--- src/rtl/imem_loader.sv ---
// Boot loader: assembles a length/data/checksum byte stream into LE words,
// writes them to instruction memory and releases the core on a good image.
module imem_loader #(
    parameter int DWIDTH     = 32,
    parameter int IMEM_WORDS = 1024
) (
    input  logic              Clk_Core,
    input  logic              Rst_Core_N,
    input  logic              Load_Req,
    input  logic [7:0]        Byte_In,
    input  logic              Byte_Valid,
    output logic              Byte_Ready,
    output logic              Imem_Wr_En,
    output logic [DWIDTH-1:0] Imem_Wr_Addr,
    output logic [DWIDTH-1:0] Imem_Wr_Data,
    output logic              Core_Rst_N,
    output logic              Load_Done,
    output logic              Load_Err,
    output logic [DWIDTH-1:0] Words_Loaded
);

    typedef enum logic [2:0] {
        IDLE,
        LEN,
        DATA,
        WRITE,
        CSUM,
        DONE,
        ERR
    } state_t;

    state_t      state;
    logic [1:0]  byte_cnt;
    logic [31:0] len;
    logic [23:0] shreg;
    logic [7:0]  sum;

    logic        xfer;
    logic        last_byte;
    logic [31:0] len_next;
    logic        last_word;

    assign xfer      = Byte_Valid & Byte_Ready;
    assign last_byte = (byte_cnt == 2'd3);
    assign len_next  = {Byte_In, len[31:8]};
    assign last_word = (Words_Loaded + 1'b1) == DWIDTH'(len);

    always_ff @(posedge Clk_Core or negedge Rst_Core_N) begin
        if (!Rst_Core_N) begin
            state        <= IDLE;
            byte_cnt     <= '0;
            len          <= '0;
            shreg        <= '0;
            sum          <= '0;
            Byte_Ready   <= 1'b0;
            Imem_Wr_En   <= 1'b0;
            Imem_Wr_Addr <= '0;
            Imem_Wr_Data <= '0;
            Core_Rst_N   <= 1'b0;
            Load_Done    <= 1'b0;
            Load_Err     <= 1'b0;
            Words_Loaded <= '0;
        end else begin
            Imem_Wr_En <= 1'b0;
            unique case (state)
                IDLE, DONE, ERR: begin
                    if (Load_Req) begin
                        state        <= LEN;
                        byte_cnt     <= '0;
                        len          <= '0;
                        sum          <= '0;
                        Words_Loaded <= '0;
                        Byte_Ready   <= 1'b1;
                        Core_Rst_N   <= 1'b0;
                        Load_Done    <= 1'b0;
                        Load_Err     <= 1'b0;
                    end
                end
                LEN: begin
                    if (xfer) begin
                        len      <= len_next;
                        byte_cnt <= byte_cnt + 2'd1;
                        if (last_byte) begin
                            if (len_next > 32'(IMEM_WORDS)) begin
                                state      <= ERR;
                                Byte_Ready <= 1'b0;
                                Load_Err   <= 1'b1;
                            end else if (len_next == 32'd0) begin
                                state <= CSUM;
                            end else begin
                                state <= DATA;
                            end
                        end
                    end
                end
                DATA: begin
                    if (xfer) begin
                        shreg    <= {Byte_In, shreg[23:8]};
                        sum      <= sum + Byte_In;
                        byte_cnt <= byte_cnt + 2'd1;
                        // Word completes: strobe is registered so it lands in WRITE.
                        if (last_byte) begin
                            state        <= WRITE;
                            Byte_Ready   <= 1'b0;
                            Imem_Wr_En   <= 1'b1;
                            Imem_Wr_Addr <= {Words_Loaded[DWIDTH-3:0], 2'b00};
                            Imem_Wr_Data <= DWIDTH'({Byte_In, shreg});
                        end
                    end
                end
                WRITE: begin
                    Words_Loaded <= Words_Loaded + 1'b1;
                    Byte_Ready   <= 1'b1;
                    state        <= last_word ? CSUM : DATA;
                end
                CSUM: begin
                    if (xfer) begin
                        Byte_Ready <= 1'b0;
                        if (Byte_In == sum) begin
                            state      <= DONE;
                            Load_Done  <= 1'b1;
                            Core_Rst_N <= 1'b1;
                        end else begin
                            state    <= ERR;
                            Load_Err <= 1'b1;
                        end
                    end
                end
                default: begin
                    state      <= IDLE;
                    Byte_Ready <= 1'b0;
                end
            endcase
        end
    end

endmodule
--- config.mk ---
export PLATFORM = sky130hd
export DESIGN_NAME = imem_loader
export DESIGN_NICKNAME = d
export VERILOG_FILES = /design/src/rtl/imem_loader.sv
export SDC_FILE = /design/constraint.sdc
export NUM_CORES = 1
export LEC_CHECK = 0
export ABC_AREA = 1
export CAP_MARGIN = 20
export CORE_ASPECT_RATIO = 0.8
export CORE_UTILIZATION = 45
export DETAILED_ROUTE_END_ITERATION = 16
export GPL_ROUTABILITY_DRIVEN = 0
export HOLD_SLACK_MARGIN = 0.15
export PLACE_DENSITY = 0.67
export SLEW_MARGIN = 20
export SYNTH_ARGS = -nofsm -noshare
export SYNTH_HDL_FRONTEND = slang
export SYNTH_SLANG_ARGS = --single-unit
--- constraint.sdc ---
create_clock -name Clk_Core -period 4.8 [get_ports Clk_Core]
set_clock_uncertainty 0.05 [all_clocks]
set_input_delay 1.2 -clock Clk_Core [delete_from_list [all_inputs] [get_ports Clk_Core]]
set_output_delay 1.2 -clock Clk_Core [all_outputs]
set_load 0.05 [all_outputs]
==> results.py, run 1 <==
metrics = {
    "logic_synthesis": {
        "ys_ff_latch": 167,
        "synthArstFlopShare": 1.00,
        "ys.flop_type": "dfrtp_1",
        "ys_seq_area_frac": 0.491,
        "post_synth.cell_area_avg_um2": 7.72,
        "ys_types": 41,
        "synthCells": 1103,
        "synth_edf_count": 0,
        "ys_warn_count": 0,
        "netlist_area_um2": 8510,
    },
    "clock_tree": {
        "cts_resized": 0,
        "cts_tree": "yes",
        "cts_buffer_depth": 2,
        "cts_root_buf": "clkbuf_16",
        "numCtsBuffers": 17,
        "htree_levels": 4,
        "cts_hold_buf": 0,
        "clk_latency_ps": 450,
        "cts.sinks": 167,
        "path_clk_slew_ps": 70,
        "cts_setup_buffers": 0,
    },
    "timing": {
        "fin_crit_sh": 0.669,
        "setup_viol_count_final": 0,
        "fmax_mhz": 311,
        "worst_pin_slew_ps": 973,
        "setup_tns_ps": 0,
        "hold_viol_final": 0,
        "relSlewSlack": 0.352,
        "rsz0062_at_grt": "false",
        "min_period_ps": 3210,
        "slew_viol_final": 0,
    },
    "floorplan": {
        "io_pins": 113,
        "start_util": 0.464,
        "die_area_um2": 19500,
        "die_x_um": 156,
        "num_rows": 44,
        "core_um2": 18300,
        "die_h_um": 125,
    },
    "worst_setup_path": {
        "critPathCaptureType": "flip-flop",
        "crit_fanout": 67,
        "crit_required_ps": 5030,
        "arrival_ps": 3440,
        "crit_slowest_cell": "inv_2",
        "critPathMostFrequentCell": "nand2_1",
        "path_buf_inv": 4,
        "critPathTopFamily": "buffers and inverters",
        "rrSetupSlack_ps": 2120,
        "cp_slowest_stage_delay_ps": 470,
        "start_kind": "primary input",
        "cp_cell_sequence": "clkdlybuf4s50_1, nand2_1, nor2_1, inv_1, nor2_4, inv_2, buf_4, nand2_1, o21ai_0",
        "path_class": "primary input to flip-flop",
    },
    "global_routing": {
        "track_usage": 0.260,
        "grt_pass1_vias": 7183,
        "antenna_found_initial": 0,
        "grt_max_degree": 86,
        "grt_first_pass_wirelength_mm": 38.7,
        "grt_overflow": 0,
    },
    "pwr": {
        "total_leakage_power_nw": 4.76,
        "power_density_nw_per_um2": 494,
        "ir_drop_uv": 405,
    },
    "drt": {
        "vias": 7818,
        "wire_per_inst_um": 16.4,
        "vias_per_cell": 5.30,
        "first_pass_iters": 6,
        "drc": 0,
        "initialDrtViolationCount": 792,
        "final_antenna_net_count": 0,
        "totalWireLength_mm": 24.2,
    },
    "cells_and_area": {
        "final_common_cell": "nand2_1",
        "num-nets-final": 1231,
        "n_antenna_cell": 0,
        "seqCellArea_um2": 4180,
        "final.fill_count": 1727,
        "final_cells": 1475,
        "most-common-layout-cells": "nand2_1 (330), dfrtp_1 (167), o21ai_0 (134), nand3_1 (120), inv_1 (119)",
        "multi_input_area_um2": 3710,
        "drive_above_1_share": 0.0745,
        "syn_to_final_growth_pct": 23.0,
    },
    "placed_design": {
        "dp_hpwl_mm": 17.6,
        "dp_cells": 1443,
        "portBuffers": 110,
    },
    "hold_path": {
        "hp-class": "flip-flop to flip-flop",
    },
    "outcome": {
        "status": "complete, no violations",
    },
    "job": {
        "drv_cap": 0,
    },
}
-- cells by family (layout without fill, tap and decap cells) --
logic type / Yosys count / in the layout / synth area share
AND/OR/NAND/NOR: 576 / 576 / 0.295
flip-flops: 167 / 167 / 0.491
buffers and inverters: 162 / 280 / 0.0742
adder cells (fa/ha/maj): 10 / 10 / 0.0156
AO/OA/AOI/OAI: 172 / 172 / 0.107
other: 1 / 2 / 0.000440
XOR/XNOR: 15 / 15 / 0.0170
-- tightest hold or removal path, stage by stage, from the launching register on --
cell and delay, ps:
dfrtp_1 350, nand2_1 50, nand2_1 50
-- state kept, by name (all words and copies together), names as in the netlist, 2 cells and up --
| signal | count |
|---|---|
| Imem_Wr_Addr | 30 |
| Imem_Wr_Data | 32 |
| Words_Loaded | 32 |
| byte_cnt | 2 |
| len | 32 |
| shreg | 24 |
| state | 3 |
| sum | 8 |
-- layout make-up --
type,count,area share
flip-flops and latches,167,0.399
multi-input cells,775,0.354
repair buffers,123,0.115
inverters,125,0.0448
clock buffers,17,0.0406
well taps,253,0.0302
clock inverters,15,0.0166
-- Yosys cell counts, types with 2 or more instances --
library cell	number	share of area
xor2_1	11	0.011
o21ai_0	134	0.079
xnor2_1	3	0.0031
o22ai_1	18	0.013
nor2_1	71	0.031
dfrtp_1	167	0.49
nand2_2	12	0.0088
nand3_2	2	0.0024
o21ai_1	3	0.0018
ha_1	9	0.013
nand4_1	11	0.0081
nor3_1	3	0.0018
a21oi_1	9	0.0053
inv_2	5	0.0022
nor4_1	4	0.0029
buf_4	3	0.0026
nor2_2	10	0.0073
nand2_1	330	0.15
nor2_4	8	0.011
clkbuf_1	28	0.012
inv_1	120	0.053
nand3_1	120	0.071
buf_2	4	0.0024
-- routing by layer --
| layer | part of all wire | routed length, um | GRT usage | up-vias |
|---|---|---|---|---|
| met3 | 0.096 | 2320 | 0.0745 | 27 |
| met2 | 0.41 | 9960 | 0.357 | 301 |
| li1 | - | - | - | 3779 |
| met5 | 0 | 0 | 0 | - |
| met4 | 0.013 | 311 | 0.0588 | 0 |
| met1 | 0.48 | 11600 | 0.400 | 3711 |
-- power by group --
part	internal, mW	switching (mW)
clock network	0.748	0.659
registers	1.68	0.190
logic	0.571	1.32
-- stage by stage --
| stage | util | setup slack [ps] | power, mW | hold WS [ps] | cell area [um^2] |
|---|---|---|---|---|---|
| 2_1_floorplan | - | 2080 | 3.16 | 400 | 8520 |
| 3_3_place_gp | 0.539 | 1210 | 3.75 | 410 | 9880 |
| 3_5_place_dp | 0.539 | 1170 | 3.78 | 410 | 9880 |
| 4_1_cts | 0.571 | 1610 | 5.19 | 427 | 10500 |
| 5_1_grt | 0.571 | 1390 | 5.48 | 449 | 10500 |
| 6_report | 0.571 | 1590 | 5.17 | 425 | 10500 |
-- final timing paths --
check / depth (start not counted) / from / endpoint
max reg2reg: 10 / state[1] / Imem_Wr_Addr[26]
min reg2reg: 2 / Imem_Wr_Data[27] / Imem_Wr_Data[27]
max: 9 / Byte_Valid / Imem_Wr_Addr[26]
min in group asynchronous: 1 / Rst_Core_N / sum[3]
max in group asynchronous: 2 / Rst_Core_N / shreg[8]
min: 2 / Imem_Wr_Data[27] / Imem_Wr_Data[27]
No activity file was read; power rests on OpenSTA's default activity.
==> run 2: changes to the inputs <==
--- a/config.mk
+++ b/config.mk
@@ -12,7 +12,7 @@
 export DETAILED_ROUTE_END_ITERATION = 16
 export GPL_ROUTABILITY_DRIVEN = 0
 export HOLD_SLACK_MARGIN = 0.15
-export PLACE_DENSITY = 0.67
+export PLACE_DENSITY = 0.7
 export SLEW_MARGIN = 20
 export SYNTH_ARGS = -nofsm -noshare
 export SYNTH_HDL_FRONTEND = slang
==> constraint.sdc (replaced) <==
create_clock -name Clk_Core -period 2.6 [get_ports Clk_Core]
set_clock_uncertainty 0.05 [all_clocks]
set_input_delay 0.65 -clock Clk_Core [delete_from_list [all_inputs] [get_ports Clk_Core]]
set_output_delay 0.65 -clock Clk_Core [all_outputs]
set_load 0.05 [all_outputs]
==> results.py, run 2 (synthesis gave the netlist of run 1 again) <==
metrics = {
    "outcome": {
        "status": "complete, no violations",
    },
    "clock_tree": {
        "cts_root_buf": "clkbuf_16",
        "path_clk_slew_ps": 70,
        "numCtsBuffers": 17,
        "cts_buffer_depth": 2,
        "cts_tree": "yes",
        "cts.sinks": 167,
        "htree_levels": 4,
        "clk_latency_ps": 440,
    },
    "cells_and_area": {
        "num-nets-final": 1261,
        "final.fill_count": 1659,
        "final_cells": 1503,
        "seqCellArea_um2": 4180,
        "final_core_util": 0.590,
        "fin_area_um2": 10800,
        "largestRegisters": "Imem_Wr_Data (32), Words_Loaded (32), len (32)",
        "final_common_cell": "nand2_1",
        "most-common-layout-cells": "nand2_1 (329), dfrtp_1 (165), o21ai_0 (134), nand3_1 (120), inv_1 (119)",
        "multi_input_area_um2": 3730,
        "syn_to_final_growth_pct": 27.1,
        "drive_above_1_share": 0.0984,
        "n_antenna_cell": 0,
    },
    "floorplan": {
        "core_um2": 18300,
        "num_rows": 44,
        "die_x_um": 156,
        "die_area_um2": 19500,
        "start_util": 0.464,
        "die_h_um": 125,
        "io_pins": 113,
    },
    "drt": {
        "first_pass_iters": 8,
        "initialDrtViolationCount": 837,
        "vias_per_cell": 5.27,
        "drc": 0,
        "final_antenna_net_count": 0,
        "wire_per_inst_um": 16.5,
        "totalWireLength_mm": 24.8,
        "vias": 7924,
    },
    "placed_design": {
        "place_area_um2": 10100,
        "dp_cells": 1467,
        "dp_hpwl_mm": 18.2,
        "portBuffers": 110,
    },
    "global_routing": {
        "grt_pass1_vias": 7316,
        "antenna_found_initial": 0,
        "track_usage": 0.266,
        "grt_max_degree": 57,
        "grt_first_pass_wirelength_mm": 39.6,
        "grt_overflow": 0,
    },
    "pwr": {
        "ir_drop_uv": 762,
        "total_power_mw": 9.90,
        "power_density_nw_per_um2": 915,
        "total_leakage_power_nw": 5.00,
    },
    "job": {
        "drv_cap": 0,
    },
    "hold_path": {
        "hp-class": "flip-flop to flip-flop",
        "hold_start": "shreg[6]",
    },
    "timing": {
        "setup_viol_count_final": 0,
        "min_period_ps": 2540,
        "fin_crit_sh": 0.979,
        "fmax_mhz": 393,
        "relSlewSlack": 0.631,
        "worst_pin_slew_ps": 552,
        "slew_viol_final": 0,
        "worst_hold_slack_ps": 420,
        "hold_viol_final": 0,
    },
    "worst_setup_path": {
        "rrSetupSlack_ps": 160,
        "start_kind": "flip-flop",
        "crit_slowest_cell": "clkdlybuf4s50_1",
        "path_class": "flip-flop to output pin",
        "critPathCaptureType": "output pin",
        "crit_fanout": 7,
        "path_buf_inv": 1,
        "arrival_ps": 1840,
        "crit_path_start": "Words_Loaded[19]",
        "critPathTopFamily": "buffers and inverters",
        "cp_cell_sequence": "clkdlybuf4s50_1",
        "r2r-start": "Words_Loaded[0]",
        "cp_slowest_stage_delay_ps": 870,
        "crit_required_ps": 1900,
    },
}
-- run 2: worst paths after layout --
kind | endpoint | cells past startpoint
max | Words_Loaded[19] | 1
min | Imem_Wr_Data[6] | 2
max reg2reg | state[1] | 16
min reg2reg | Imem_Wr_Data[6] | 2
max in group asynchronous | Imem_Wr_Data[25] | 3
min in group asynchronous | byte_cnt[0] | 2
-- run 2: where the power goes --
part	internal [mW]	total, mW	switching (mW)
Clock	1.70	2.77	1.07
Sequential	3.11	3.46	0.352
Combinational	1.16	3.67	2.51
-- run 2: layer usage --
layer / up-vias / global-route usage / share of wire
met3: 37 / 0.0565 / 0.083
li1: 3821 / - / -
met1: 3722 / 0.411 / 0.48
met5: - / 0 / 0
met2: 344 / 0.371 / 0.42
met4: 0 / 0.0744 / 0.016
-- run 2: layout make-up --
cell class / instances / share of cell area
multi-input combinational: 775 / 0.345
timing repair buffer: 153 / 0.138
clock buffer: 19 / 0.0400
inverter: 125 / 0.0434
clock inverter: 11 / 0.0182
tap: 253 / 0.0293
sequential: 167 / 0.386
-- run 2: through the flow --
stage	setup slack (ps)	setup TNS, ps
detailed placement	-203	-581
floorplan	246	0
global route	-17.3	-17.3
finish	55.3	0
CTS	23.8	0
global placement	-134	-253
-- run 2: timing repair --
action | 4_1_cts | 5_1_grt
setup endpoints to repair | 0 | 4
endpoints found under the hold margin | 24 | 0
resized for setup | 0 | 10
hold buffers | 1 | 0
buffers inserted | 0 | 5
